$ cat config.mk
export PLATFORM = sky130hd
export DESIGN_NAME = data_mem_arbiter_flat
export DESIGN_NICKNAME = d
export VERILOG_FILES = /design/src/rtl/data_mem_arbiter_if.sv /design/src/rtl/data_mem_arbiter.sv /design/src/flat_wrapper.sv
export SDC_FILE = /design/constraint.sdc
export NUM_CORES = 1
export LEC_CHECK = 0
export BUFFER_PORTS_ARGS = -buffer_cell sky130_fd_sc_hd__buf_2
export CORE_UTILIZATION = 41
export DETAILED_ROUTE_END_ITERATION = 10
export PLACE_DENSITY = 0.75
export SLEW_MARGIN = 20
export SYNTH_ARGS = -nofsm -noshare
export SYNTH_HDL_FRONTEND = slang
export SYNTH_SLANG_ARGS = --single-unit
$ cat constraint.sdc
create_clock -name clk -period 1.6 [get_ports clk]
set_input_delay 0.32 -clock clk [delete_from_list [all_inputs] [get_ports clk]]
set_output_delay 0.32 -clock clk [all_outputs]
set_load 0.05 [all_outputs]
$ cat src/rtl/data_mem_arbiter_if.sv
// Two requesters (CPU load/store, loader/debug) plus the data memory port of the arbiter.
// slave = arbiter side, master = requesters and memory model side.
interface data_mem_arbiter_if #(
   parameter int ADDRESS_WIDTH = 32,
   parameter int DATA_WIDTH    = 32
);
   logic                     p0_req;
   logic                     p0_we;
   logic                     p0_adtp;
   logic [ADDRESS_WIDTH-1:0] p0_addr;
   logic [DATA_WIDTH-1:0]    p0_wdata;
   logic                     p0_gnt;
   logic                     p0_done;

   logic                     p1_req;
   logic                     p1_we;
   logic                     p1_adtp;
   logic [ADDRESS_WIDTH-1:0] p1_addr;
   logic [DATA_WIDTH-1:0]    p1_wdata;
   logic                     p1_gnt;
   logic                     p1_done;

   logic [DATA_WIDTH-1:0]    rdata;
   logic                     err;

   logic [ADDRESS_WIDTH-1:0] mem_a;
   logic [DATA_WIDTH-1:0]    mem_wd;
   logic                     mem_we;
   logic                     mem_adtp;
   logic [DATA_WIDTH-1:0]    mem_rd;

   modport slave (
      input  p0_req, p0_we, p0_adtp, p0_addr, p0_wdata,
      input  p1_req, p1_we, p1_adtp, p1_addr, p1_wdata,
      output p0_gnt, p0_done, p1_gnt, p1_done,
      output rdata, err,
      output mem_a, mem_wd, mem_we, mem_adtp,
      input  mem_rd
   );

   modport master (
      output p0_req, p0_we, p0_adtp, p0_addr, p0_wdata,
      output p1_req, p1_we, p1_adtp, p1_addr, p1_wdata,
      input  p0_gnt, p0_done, p1_gnt, p1_done,
      input  rdata, err,
      input  mem_a, mem_wd, mem_we, mem_adtp,
      output mem_rd
   );
endinterface

$ cat src/rtl/data_mem_arbiter.sv
// Round-robin arbiter of two requesters onto one data memory; optional DMEM_ALIGN_CHECK_EN flags misaligned words.
// Latency: gnt at N, memory access at N+1, done at N+2; one access per 3 cycles.
// Backpressure: requests are only granted in IDLE; requesters hold req until gnt.
module data_mem_arbiter #(
   parameter int ADDRESS_WIDTH = 32,
   parameter int DATA_WIDTH    = 32
) (
   input  logic              clk,
   input  logic              rst_n,
   data_mem_arbiter_if.slave bus
);

   typedef enum logic [1:0] {
      IDLE   = 2'd0,
      ACCESS = 2'd1,
      RESP   = 2'd2
   } state_t;

   state_t                   state_q;
   state_t                   state_d;

   // last_q = 1 means port 1 won most recently, so port 0 wins the next tie
   logic                     last_q;
   logic                     id_q;
   logic                     we_q;
   logic                     adtp_q;
   logic [ADDRESS_WIDTH-1:0] addr_q;
   logic [DATA_WIDTH-1:0]    wdata_q;
   logic [DATA_WIDTH-1:0]    rdata_q;

   logic                     gnt0;
   logic                     gnt1;
   logic                     misalign;

`ifdef DMEM_ALIGN_CHECK_EN
   logic                     err_q;
   assign misalign = ~adtp_q & (addr_q[1:0] != 2'b00);
`else
   assign misalign = 1'b0;
`endif

   // Next state and grant; gnt is gated by rst_n so it is low throughout reset.
   always_comb begin
      state_d = state_q;
      gnt0    = 1'b0;
      gnt1    = 1'b0;
      case (state_q)
         IDLE: begin
            if (rst_n && (bus.p0_req || bus.p1_req)) begin
               if (bus.p0_req && (!bus.p1_req || last_q)) begin
                  gnt0 = 1'b1;
               end else begin
                  gnt1 = 1'b1;
               end
               state_d = ACCESS;
            end
         end
         ACCESS:  state_d = RESP;
         RESP:    state_d = IDLE;
         default: state_d = IDLE;
      endcase
   end

   always_ff @(posedge clk or negedge rst_n) begin
      if (!rst_n) begin
         state_q <= IDLE;
      end else begin
         state_q <= state_d;
      end
   end

   // Memory port is only live in ACCESS; reset forces IDLE so mem_we drops asynchronously.
   always_comb begin
      bus.mem_a    = '0;
      bus.mem_wd   = '0;
      bus.mem_adtp = 1'b0;
      bus.mem_we   = 1'b0;
      if (state_q == ACCESS) begin
         bus.mem_a    = addr_q;
         bus.mem_wd   = wdata_q;
         bus.mem_adtp = adtp_q;
         bus.mem_we   = we_q & ~misalign;
      end
   end

   always_ff @(posedge clk or negedge rst_n) begin
      if (!rst_n) begin
         last_q  <= 1'b1;
         id_q    <= 1'b0;
         we_q    <= 1'b0;
         adtp_q  <= 1'b0;
         addr_q  <= '0;
         wdata_q <= '0;
      end else if (gnt0 || gnt1) begin
         last_q  <= gnt1;
         id_q    <= gnt1;
         we_q    <= gnt1 ? bus.p1_we    : bus.p0_we;
         adtp_q  <= gnt1 ? bus.p1_adtp  : bus.p0_adtp;
         addr_q  <= gnt1 ? bus.p1_addr  : bus.p0_addr;
         wdata_q <= gnt1 ? bus.p1_wdata : bus.p0_wdata;
      end
   end

   // Read data is captured for writes too, giving the pre-write content.
   always_ff @(posedge clk or negedge rst_n) begin
      if (!rst_n) begin
         rdata_q <= '0;
      end else if (state_q == ACCESS) begin
         rdata_q <= misalign ? '0 : bus.mem_rd;
      end
   end

`ifdef DMEM_ALIGN_CHECK_EN
   always_ff @(posedge clk or negedge rst_n) begin
      if (!rst_n) begin
         err_q <= 1'b0;
      end else if (state_q == ACCESS) begin
         err_q <= misalign;
      end
   end
   assign bus.err = (state_q == RESP) & err_q;
`else
   assign bus.err = 1'b0;
`endif

   assign bus.p0_gnt  = gnt0;
   assign bus.p1_gnt  = gnt1;
   assign bus.p0_done = (state_q == RESP) & ~id_q;
   assign bus.p1_done = (state_q == RESP) &  id_q;
   assign bus.rdata   = rdata_q;

endmodule

$ cat src/flat_wrapper.sv
// flat-port wrapper written by rule: the top's interface ports become plain ports
module data_mem_arbiter_flat 
#(
   parameter int ADDRESS_WIDTH = 32,
   parameter int DATA_WIDTH    = 32
)
  (clk, rst_n, bus_p0_req, bus_p0_we, bus_p0_adtp, bus_p0_addr, bus_p0_wdata, bus_p1_req, bus_p1_we, bus_p1_adtp, bus_p1_addr, bus_p1_wdata, bus_p0_gnt, bus_p0_done, bus_p1_gnt, bus_p1_done, bus_rdata, bus_err, bus_mem_a, bus_mem_wd, bus_mem_we, bus_mem_adtp, bus_mem_rd);
  data_mem_arbiter_if #(.ADDRESS_WIDTH(ADDRESS_WIDTH), .DATA_WIDTH(DATA_WIDTH)) bus_i ();
  input  logic clk;
  input  logic rst_n;
  input wire logic [$bits(bus_i.p0_req)-1:0] bus_p0_req;
  input wire logic [$bits(bus_i.p0_we)-1:0] bus_p0_we;
  input wire logic [$bits(bus_i.p0_adtp)-1:0] bus_p0_adtp;
  input wire logic [$bits(bus_i.p0_addr)-1:0] bus_p0_addr;
  input wire logic [$bits(bus_i.p0_wdata)-1:0] bus_p0_wdata;
  input wire logic [$bits(bus_i.p1_req)-1:0] bus_p1_req;
  input wire logic [$bits(bus_i.p1_we)-1:0] bus_p1_we;
  input wire logic [$bits(bus_i.p1_adtp)-1:0] bus_p1_adtp;
  input wire logic [$bits(bus_i.p1_addr)-1:0] bus_p1_addr;
  input wire logic [$bits(bus_i.p1_wdata)-1:0] bus_p1_wdata;
  output wire logic [$bits(bus_i.p0_gnt)-1:0] bus_p0_gnt;
  output wire logic [$bits(bus_i.p0_done)-1:0] bus_p0_done;
  output wire logic [$bits(bus_i.p1_gnt)-1:0] bus_p1_gnt;
  output wire logic [$bits(bus_i.p1_done)-1:0] bus_p1_done;
  output wire logic [$bits(bus_i.rdata)-1:0] bus_rdata;
  output wire logic [$bits(bus_i.err)-1:0] bus_err;
  output wire logic [$bits(bus_i.mem_a)-1:0] bus_mem_a;
  output wire logic [$bits(bus_i.mem_wd)-1:0] bus_mem_wd;
  output wire logic [$bits(bus_i.mem_we)-1:0] bus_mem_we;
  output wire logic [$bits(bus_i.mem_adtp)-1:0] bus_mem_adtp;
  input wire logic [$bits(bus_i.mem_rd)-1:0] bus_mem_rd;
  assign bus_i.p0_req = bus_p0_req;
  assign bus_i.p0_we = bus_p0_we;
  assign bus_i.p0_adtp = bus_p0_adtp;
  assign bus_i.p0_addr = bus_p0_addr;
  assign bus_i.p0_wdata = bus_p0_wdata;
  assign bus_i.p1_req = bus_p1_req;
  assign bus_i.p1_we = bus_p1_we;
  assign bus_i.p1_adtp = bus_p1_adtp;
  assign bus_i.p1_addr = bus_p1_addr;
  assign bus_i.p1_wdata = bus_p1_wdata;
  assign bus_p0_gnt = bus_i.p0_gnt;
  assign bus_p0_done = bus_i.p0_done;
  assign bus_p1_gnt = bus_i.p1_gnt;
  assign bus_p1_done = bus_i.p1_done;
  assign bus_rdata = bus_i.rdata;
  assign bus_err = bus_i.err;
  assign bus_mem_a = bus_i.mem_a;
  assign bus_mem_wd = bus_i.mem_wd;
  assign bus_mem_we = bus_i.mem_we;
  assign bus_mem_adtp = bus_i.mem_adtp;
  assign bus_i.mem_rd = bus_mem_rd;
  data_mem_arbiter #(.ADDRESS_WIDTH(ADDRESS_WIDTH), .DATA_WIDTH(DATA_WIDTH)) u_core (.clk(clk), .rst_n(rst_n), .bus(bus_i));
endmodule
==> results by group, run 1 <==
Run status
  • Outcome: finished, violations left
  • Violated checks: DRC, setup timing

Setup path
  • CP top delay family: buffers and inverters
  • Max Fanout on Critical Path: 6
  • CP bufs+invs: 3
  • Worst Setup Path Type: flop to primary output
  • CP Launch Point: u_core.state_q[1]$_DFFE_PN0P_
  • Crit-path slowest cell: dfrtp_2
  • Crit path cell chain: nor2b_4, buf_6, clkbuf_16, and2_4, buf_8
  • Crit-path max cell delay: 0.42 ns
  • WP data arrival: 1.56 ns
  • FF-to-FF Start: u_core.state_q[1]$_DFFE_PN0P_
  • CP Launch Type: flop
  • Critical path required time: 1.28 ns
  • CP Capture Type: primary output

Timing
  • RSZ-0062 raised after global routing: yes
  • Final setup violation count: 138
  • Fin crit share: 117%
  • Clk_skew: 0.00595 ns
  • Min Tclk post-route: 1.88 ns
  • Slew headroom: 41.2%
  • Worst Tran Pin Value: 0.883 ns
  • Max-slew violations: 0
  • Max Freq: 533 MHz
  • TNS Setup: -29.21 ns
  • Hold Fails Final Rpt: 0
  • Min setup slack post-route: -0.277 ns
  • Min Hold Slack: 0.0462 ns

Synth
  • Synth Area in XOR/XNOR: 0%
  • Dominant cells by area after synthesis: dfrtp_1 (51%), a221o_1 (13%), and2_1 (8.4%)
  • Yosys cell types: 24
  • Syn avg cell area: 10.7 µm²
  • Syn. warnings: 0
  • Post-synth top area share: 51.2%
  • Post-synthesis compound-gate area fraction: 13.8%
  • Leading area contributor after synthesis: dfrtp_1
  • Mapped Area: 4940 µm²
  • Mapped Cells: 463
  • Yosys reg bits: 102
  • Seq/Total Area, Yosys: 51.7%
  • Fraction of the mapped netlist area in adder cells: 0%
  • Largest family of logic cells by synthesized area: simple AND/OR/NAND/NOR gates
  • Syn Nets: 631
  • Simple-gate share of the synthesized area: 21.5%
  • Mux cell area share after synthesis: 7.30%

Routing
  • First-pass DRT Iterations: 10
  • Vias per cell: 5.66
  • DRT antenna net count: 0
  • Vias: 5,065
  • Residual DRC: 20
  • Final wirelength: 18,700 µm
  • DR WL/cell: 20.9 µm
  • Initial drt markers: 434

Place
  • Hpwl dp: 11,000 µm
  • Gpl congestion: 0.779
  • # placed instances: 848
  • Pre-CTS setup slack: -0.121 ns
  • Port bufs: 269

Job
  • Max-cap viol count: 0

Global route
  • Global-route wire length before repair: 28,200 µm
  • Initial antenna violation count: 1
  • Total GRT Usage: 29.4%
  • Maximum number of pins on one net before global-route repair: 69
  • Number of global-route vias before repair: 5,240
  • GR Overflow Total: 0

Floorplan
  • Die H: 112 µm
  • Ports: 271
  • Starting Density: 42.7%
  • Die area: 12,500 µm²
  • Die Wd: 112 µm
  • Placeable Area: 11,600 µm²
  • Std-Cell Rows: 39

CTS
  • Clock Tree Buf Depth: 2
  • H-tree Lvls: 3
  • CTS root buf: clkbuf_16
  • Worst-Skew Late Latency: 0.34 ns
  • CTS tree: yes
  • Number of buffers created by CTS: 9
  • CTS clk-pin slew, worst paths: 0.07 ns
  • Post-CTS Hold Fix Bufs: 0
  • Sink Count: 102

Hold path
  • HP Class: input pin to asynchronous set/reset pin

Finish
  • Area growth from synthesis to layout: 65.4%
  • Fin cells: 895
  • Final net count: 914
  • Share of layout cells above drive strength 1: 59.4%

Power
  • Maximum VDD drop: 0.000516 V
  • Leakage: 3.96 nW
  • Tot Pwr: 0.0104 W
  • Power per cell area: 1280 nW/µm²
## placed cells by master (no fill, tap or decap)
cell / count
clkinv_4: 2
buf_16: 11
o21a_1: 2
nand2b_1: 1
clkinvlp_4: 3
dfrtp_1: 100
nor2b_4: 2
dfstp_2: 1
o21ai_4: 1
clkbuf_16: 13
a221o_1: 66
buf_4: 17
clkbuf_8: 1
diode_2: 1
and2_4: 40
nand3_2: 1
and3_4: 1
inv_2: 1
buf_12: 13
nor3_1: 66
and3b_1: 1
mux2_2: 32
buf_6: 30
nor3b_4: 2
conb_1: 1
buf_2: 198
buf_8: 48
or3b_4: 1
dfrtp_2: 1
nand2_1: 67
clkbuf_1: 1
inv_8: 1
and2_2: 26
## worst reg2reg max path: stages, from the launching register on
cell and delay [ns]:
dfrtp_2 0.42, buf_4 0.16, nor3b_4 0.23, buf_4 0.16, o21ai_4 0.12, buf_12 0.18
buf_16 0.15, a221o_1 0.30
## worst paths after layout
check | cells past startpoint | slack [ns] | to
worst max-delay path | 5 | -0.28 | bus_mem_a[29]
worst min-delay path | 2 | 0.05 | u_core.state_q[1]$_DFFE_PN0P_
worst max register to register | 7 | -0.23 | u_core.wdata_q[28]$_DFFE_PN0P_
worst min register to register | 1 | 0.51 | u_core.bus.rdata[15]$_DFFE_PN0N_
max in group asynchronous | 2 | 0.80 | u_core.bus.rdata[24]$_DFFE_PN0N_
min in group clk | 2 | 0.20 | u_core.bus.rdata[7]$_DFFE_PN0N_
## sequential cells by signal, indices dropped and copies added (netlist names)
register	flops
u_core.addr_q	32
u_core.adtp_q	1
u_core.bus.rdata	32
u_core.id_q	1
u_core.last_q	1
u_core.state_q	2
u_core.wdata_q	32
u_core.we_q	1
## metal layers
layer	vias to the layer above	wire, µm	global-route usage [%]
met5	-	0	0
met3	59	1420	6.10
met4	0	631	13.4
li1	2247	-	-
met1	2454	7160	36.1
met2	305	9490	49.6
## stage by stage
stage,cell area [µm²],util [%]
finish,8170,70.6
global route,8170,70.6
CTS,7930,68.6
detailed placement,6600,57.0
global placement,6600,57.0
floorplan,5040,-
## kinds of logic (layout without fill, tap and decap cells)
family                 after synthesis  count (layout)
AND/OR/NAND/NOR                    208             208
buffers and inverters               51             339
other                                1               2
AO/OA/AOI/OAI                       69              69
multiplexers                        32              32
flip-flops                         102             102
## timing repair
item,4_1_cts,5_1_grt
setup endpoints to repair,135,145
cloned,11,5
buffers inserted,13,3
gates resized for setup,217,37
pin swaps,4,7
## power by group
group          internal, W  leakage [nW]  switching [W]  total, W
Combinational      0.00191          2.58        0.00266   0.00456
Sequential         0.00331          1.24       0.000437   0.00375
Clock              0.00112         0.134        0.00101   0.00213
## Yosys cell counts
library cell and instances:
a221o_1 66, and2_1 66, and3_1 1, and3b_1 1, buf_1 2, buf_2 12
buf_4 3, buf_6 8, clkbuf_1 24, conb_1 1, dfrtp_1 101, dfstp_2 1
inv_1 2, mux2_2 32, nand2_1 67, nand2b_1 1, nand3_1 1, nor2b_1 2
nor3_1 66, nor3b_1 1, nor3b_2 1, o21a_1 2, o21ai_1 1, or3b_1 1
## final cells by class
cell class / count / area [µm²]
repair buffers: 321 / 2840
diodes: 1 / 2.50
inverters: 2 / 11.3
flip-flops and latches: 102 / 2550
fillers: 798 / 3390
well taps: 143 / 179
clock inverters: 5 / 43.8
clock buffers: 11 / 243
multi-input cells: 310 / 2300
Power figures use the tool's default switching activity.
==> inputs of run 2 (changes only) <==
- BUFFER_PORTS_ARGS: -buffer_cell sky130_fd_sc_hd__buf_2 -> -buffer_cell sky130_fd_sc_hd__clkbuf_2
==> run 2 against run 1 <==
Effect of this change:
- the run still ends with DRC, setup timing left
- via count is 2.5% lower
- cell count down 1.5%
- sequential share of layout area up 0.96 points
- combinational power down 4.8%
- power is 2.3% lower
- largest power group unchanged
- highest routed layer unchanged
==> results by group, run 2 (synthesis results as in run 1) <==
Setup path
  • CP top delay family: buffers and inverters
  • Crit-path max cell delay: 0.41 ns
  • Crit path cell chain: nor2b_4, buf_4, buf_12, and2_2, clkbuf_16
  • CP Launch Point: u_core.state_q[0]$_DFFE_PN0P_
  • Max Fanout on Critical Path: 11
  • Worst Setup Path Type: flop to primary output
  • FF-to-FF Start: u_core.state_q[1]$_DFFE_PN0P_
  • Reg2Reg Setup Slack: -0.10 ns
  • R2R depth: 6
  • WP data arrival: 1.56 ns
  • CP bufs+invs: 3
  • Crit-path slowest cell: dfrtp_1
  • CP Capture Type: primary output
  • Capturing point of the worst reg2reg path: u_core.wdata_q[14]$_DFFE_PN0P_
  • CP Launch Type: flop
  • Critical path required time: 1.28 ns

Timing
  • Min setup slack post-route: -0.283 ns
  • Worst Tran Pin Value: 0.880 ns
  • Hold Fails Final Rpt: 0
  • Fin crit share: 118%
  • Clk_skew: 0.00522 ns
  • Max Freq: 531 MHz
  • Min Hold Slack: 0.0295 ns
  • Slew headroom: 41.3%
  • RSZ-0062 raised after global routing: yes
  • Min Tclk post-route: 1.88 ns
  • Max-slew violations: 0
  • TNS Setup: -20.87 ns
  • Final setup violation count: 136

Global route
  • Initial antenna violation count: 0
  • Maximum number of pins on one net before global-route repair: 69
  • Total GRT Usage: 24.8%
  • Global-route wire length before repair: 24,500 µm
  • GR Overflow Total: 0
  • Number of global-route vias before repair: 4,821

Power
  • Maximum VDD drop: 0.000515 V
  • Int Pwr: 0.00616 W
  • Comb pwr share: 42.5%
  • Leakage: 3.87 nW
  • Power per cell area: 1290 nW/µm²
  • Clk pwr share: 20.6%
  • Net Switching: 0.00404 W
  • Sw frac: 39.6%
  • Reg power frac: 36.8%

Routing
  • Initial drt markers: 456
  • DR WL/cell: 19.1 µm
  • Vias: 4,937
  • DRT antenna net count: 0
  • Vias per cell: 5.60
  • Final wirelength: 16,900 µm
  • Residual DRC: 21
  • First-pass DRT Iterations: 8

Run status
  • Outcome: finished, violations left
  • Violated checks: DRC, setup timing

Finish
  • Final net count: 902
  • Final core occ: 68.5%
  • Multi-input gate area: 2350 µm²
  • Register area: 2550 µm²
  • Commonest non-fill, non-tap cell in the layout: clkbuf_2
  • Area growth from synthesis to layout: 60.5%
  • Share of layout cells above drive strength 1: 60.5%
  • Final instance area: 7930 µm²
  • Most frequent cells in the layout: clkbuf_2 (198), dfrtp_1 (100), nand2_1 (67), a221o_1 (66), nor3_1 (53)
  • Fillers: 827
  • Antenna Cells: 0

CTS
  • CTS tree: yes
  • Clock Tree Buf Depth: 2
  • H-tree Lvls: 3
  • Post-CTS Hold Fix Bufs: 0
  • Number of buffers created by CTS: 9
  • Sink Count: 102
  • CTS root buf: clkbuf_16
  • CTS clk-pin slew, worst paths: 0.07 ns
  • Worst-Skew Late Latency: 0.33 ns

Floorplan
  • Starting Density: 42.7%
  • Die Wd: 112 µm
  • Std-Cell Rows: 39
  • Placeable Area: 11,600 µm²
  • Ports: 271
  • Die area: 12,500 µm²
  • Die H: 112 µm

Job
  • Max-cap viol count: 0

Place
  • Port bufs: 269
  • Dpl cell area: 6770 µm²
  • Hpwl dp: 10,800 µm
  • Pre-CTS setup slack: -0.0907 ns
  • Gpl congestion: 0.819

Hold path
  • HP Class: input pin to asynchronous set/reset pin
-- run 2: layout make-up --
cell class / count / share of cell area [%]
clock buffers: 10 / 2.89
flip-flops and latches: 102 / 32.2
repair buffers: 309 / 32.1
clock inverters: 6 / 0.679
multi-input cells: 310 / 29.7
inverters: 2 / 0.142
well taps: 143 / 2.26
-- run 2: routing by layer --
metal	up-vias	routed length (µm)	GRT usage, %
met4	0	262	6.94
met5	-	0	0
met2	269	8750	42.8
li1	2209	-	-
met1	2434	6610	31.1
met3	25	1270	5.72
-- run 2: worst max-delay path by stage --
stage	end	slack, ns	depth (start not counted)
final	bus_mem_wd[0]	-0.28	5
after global routing	bus_mem_a[0]	-0.35	5
after CTS	bus_mem_wd[31]	-0.31	4
after detailed placement	u_core.wdata_q[30]$_DFFE_PN0P_	-0.09	4
after global placement	u_core.wdata_q[30]$_DFFE_PN0P_	-0.07	4
after floorplan	bus_mem_wd[13]	-0.04	5
-- run 2: metrics by stage --
| step | total power [W] | std cells |
|---|---|---|
| 6_report | 0.0102 | 882 |
| 2_1_floorplan | 0.00635 | 463 |
| 5_1_grt | 0.0106 | 882 |
| 3_3_place_gp | 0.00748 | 851 |
| 3_5_place_dp | 0.00757 | 851 |
| 4_1_cts | 0.00984 | 870 |
-- run 2: what timing repair did --
action	in CTS	in global routing
pin swaps	3	20
setup buffers	3	8
cloned	0	5
resized for setup	94	153
setup endpoints to repair	99	136
-- run 2: power by group through the flow --
stage	registers (W)	clock network, W	logic (W)
CTS	0.00371	0.00214	0.00400
global placement	0.00372	0	0.00376
detailed placement	0.00374	0	0.00383
global route	0.00382	0.00225	0.00453
floorplan	0.00452	0	0.00183
finish	0.00376	0.00210	0.00434
==> inputs of run 3 (changes only) <==
- CORE_UTILIZATION: 41 -> 45
- PLACE_DENSITY: 0.75 -> 0.78
- clock period: 1.6 -> 2.37 ns (I/O delays scaled with it)
==> run 3 against run 2 <==
Effect of this change:
- the flow now finishes without violations
- non-clock buffer count down 25
- clock skew up 0.0041 ns
- critical endpoint is now bus_mem_wd[6]
- wire length fell by 14%
- register-to-register slack improved by 0.57 ns
- largest power group is now sequential cells
- largest cell class unchanged
- critical path type unchanged
- critical path depth decreased by 1
==> results by group, run 3 (synthesis results as in run 1) <==
Setup path
  • Crit path cell chain: nor2b_4, buf_12, and2_1, clkbuf_2
  • Max Fanout on Critical Path: 45
  • Worst Setup Path Type: flop to primary output
  • CP Capture Type: primary output
  • Critical path required time: 1.90 ns
  • Crit-path max cell delay: 0.43 ns
  • CP Launch Type: flop
  • WP data arrival: 1.77 ns
  • Crit-path slowest cell: dfrtp_1
  • CP bufs+invs: 2
  • CP top delay family: buffers and inverters

Routing
  • Residual DRC: 0
  • Final wirelength: 14,600 µm
  • First-pass DRT Iterations: 4
  • Initial drt markers: 364
  • DRT antenna net count: 0
  • DR WL/cell: 17.2 µm
  • Vias per cell: 5.48
  • Vias: 4,658

Global route
  • Initial antenna violation count: 1
  • Total GRT Usage: 25.4%
  • GR Overflow Total: 0
  • Number of global-route vias before repair: 4,505
  • Maximum number of pins on one net before global-route repair: 68
  • Global-route wire length before repair: 22,500 µm

Place
  • Gpl congestion: 0.810
  • Port bufs: 269
  • Hpwl dp: 10,500 µm
  • Dpl cell area: 6420 µm²

Job
  • Max-cap viol count: 0

CTS
  • CTS tree: yes
  • Post-CTS Hold Fix Bufs: 0
  • Clock Tree Buf Depth: 2
  • CTS clk-pin slew, worst paths: 0.09 ns
  • H-tree Lvls: 3
  • Number of buffers created by CTS: 9
  • Sink Count: 102
  • CTS root buf: clkbuf_8
  • Worst-Skew Late Latency: 0.36 ns

Timing
  • Slew headroom: 46.3%
  • RSZ-0062 raised after global routing: no
  • Min Tclk post-route: 2.25 ns
  • Final setup violation count: 0
  • TNS Setup: 0 ns
  • Worst Tran Pin Value: 0.806 ns
  • Fin crit share: 94.7%
  • Max Freq: 445 MHz
  • Clk_skew: 0.00936 ns
  • Hold Fails Final Rpt: 0
  • Max-slew violations: 0

Run status
  • Outcome: finished clean

Finish
  • Antenna Cells: 0
  • Area growth from synthesis to layout: 34.5%
  • Fillers: 859
  • Final instance area: 6640 µm²
  • Most frequent cells in the layout: clkbuf_2 (264), dfrtp_1 (101), nand2_1 (67)
  • Share of layout cells above drive strength 1: 47.5%
  • Commonest non-fill, non-tap cell in the layout: clkbuf_2
  • Final net count: 877

Hold path
  • HP Class: input pin to asynchronous set/reset pin

Power
  • Power per cell area: 906 nW/µm²
  • Leakage: 3.40 nW
  • Maximum VDD drop: 0.000660 V

Floorplan
  • Placeable Area: 10,500 µm²
  • Std-Cell Rows: 37
  • Ports: 271
  • Die H: 107 µm
  • Starting Density: 47.2%
  • Die area: 11,400 µm²
  • Die Wd: 107 µm
[run 3: cell types whose count changed in the layout (fill, tap and decap cells not counted), sizes merged]
| cell | change |
|---|---|
| clkbuf | +61 |
| buf | -86 |
| clkinvlp | -1 |
| inv | +1 |
[run 3: worst paths after layout]
| path | from | end | slack (ns) | cells past startpoint |
|---|---|---|---|---|
| min in group clk | bus_p1_addr[31] | u_core.addr_q[31]$_DFFE_PN0P_ | 0.33 | 2 |
| max in group asynchronous | rst_n | u_core.bus.rdata[14]$_DFFE_PN0N_ | 1.54 | 2 |
| setup / recovery | u_core.state_q[0]$_DFFE_PN0P_ | bus_mem_wd[6] | 0.12 | 4 |
| hold reg to reg | u_core.wdata_q[24]$_DFFE_PN0P_ | u_core.wdata_q[24]$_DFFE_PN0P_ | 0.52 | 1 |
| setup reg to reg | u_core.state_q[1]$_DFFE_PN0P_ | u_core.wdata_q[5]$_DFFE_PN0P_ | 0.47 | 4 |
| hold / removal | rst_n | u_core.state_q[1]$_DFFE_PN0P_ | 0.17 | 2 |
[run 3: report_power, final]
group	leakage [nW]	internal [W]	switching (W)	total, W
Combinational	2.06	0.000825	0.00162	0.00244
Sequential	1.24	0.00223	0.000283	0.00251
Clock	0.0954	0.000430	0.000628	0.00106
[run 3: layout make-up]
| class | instances | area (µm²) | area share, % |
|---|---|---|---|
| repair buffers | 284 | 1580 | 23.9 |
| multi-input cells | 310 | 2130 | 32.1 |
| clock buffers | 10 | 138 | 2.07 |
| well taps | 136 | 170 | 2.56 |
| inverters | 2 | 7.51 | 0.113 |
| clock inverters | 6 | 53.8 | 0.810 |
| flip-flops and latches | 102 | 2550 | 38.5 |
[run 3: layer usage]
metal,global-route usage (%),share of wire [%]
met5,0,0.062
met4,8.71,1.9
met2,44.7,51
met1,31.5,40
met3,4.13,6.8
[run 3: per-stage QoR]
stage / utilization (%) / instances / worst slack, ns / hold slack [ns] / total power, W
3_3_place_gp: 61.4 / 830 / 0.460 / 0.488 / 0.00493
4_1_cts: 63.2 / 846 / 0.00276 / 0.180 / 0.00604
2_1_floorplan: - / 463 / 0.324 / 0.178 / 0.00425
3_5_place_dp: 61.4 / 830 / 0.413 / 0.489 / 0.00498
5_1_grt: 63.5 / 850 / 0.0134 / 0.200 / 0.00630
6_report: 63.5 / 850 / 0.124 / 0.168 / 0.00601
[run 3: what timing repair did]
| action | 4_1_cts | 5_1_grt |
|---|---|---|
| gates resized for setup | 0 | 0 |
| setup buffers | 0 | 4 |
| endpoints found under the setup margin | 0 | 57 |
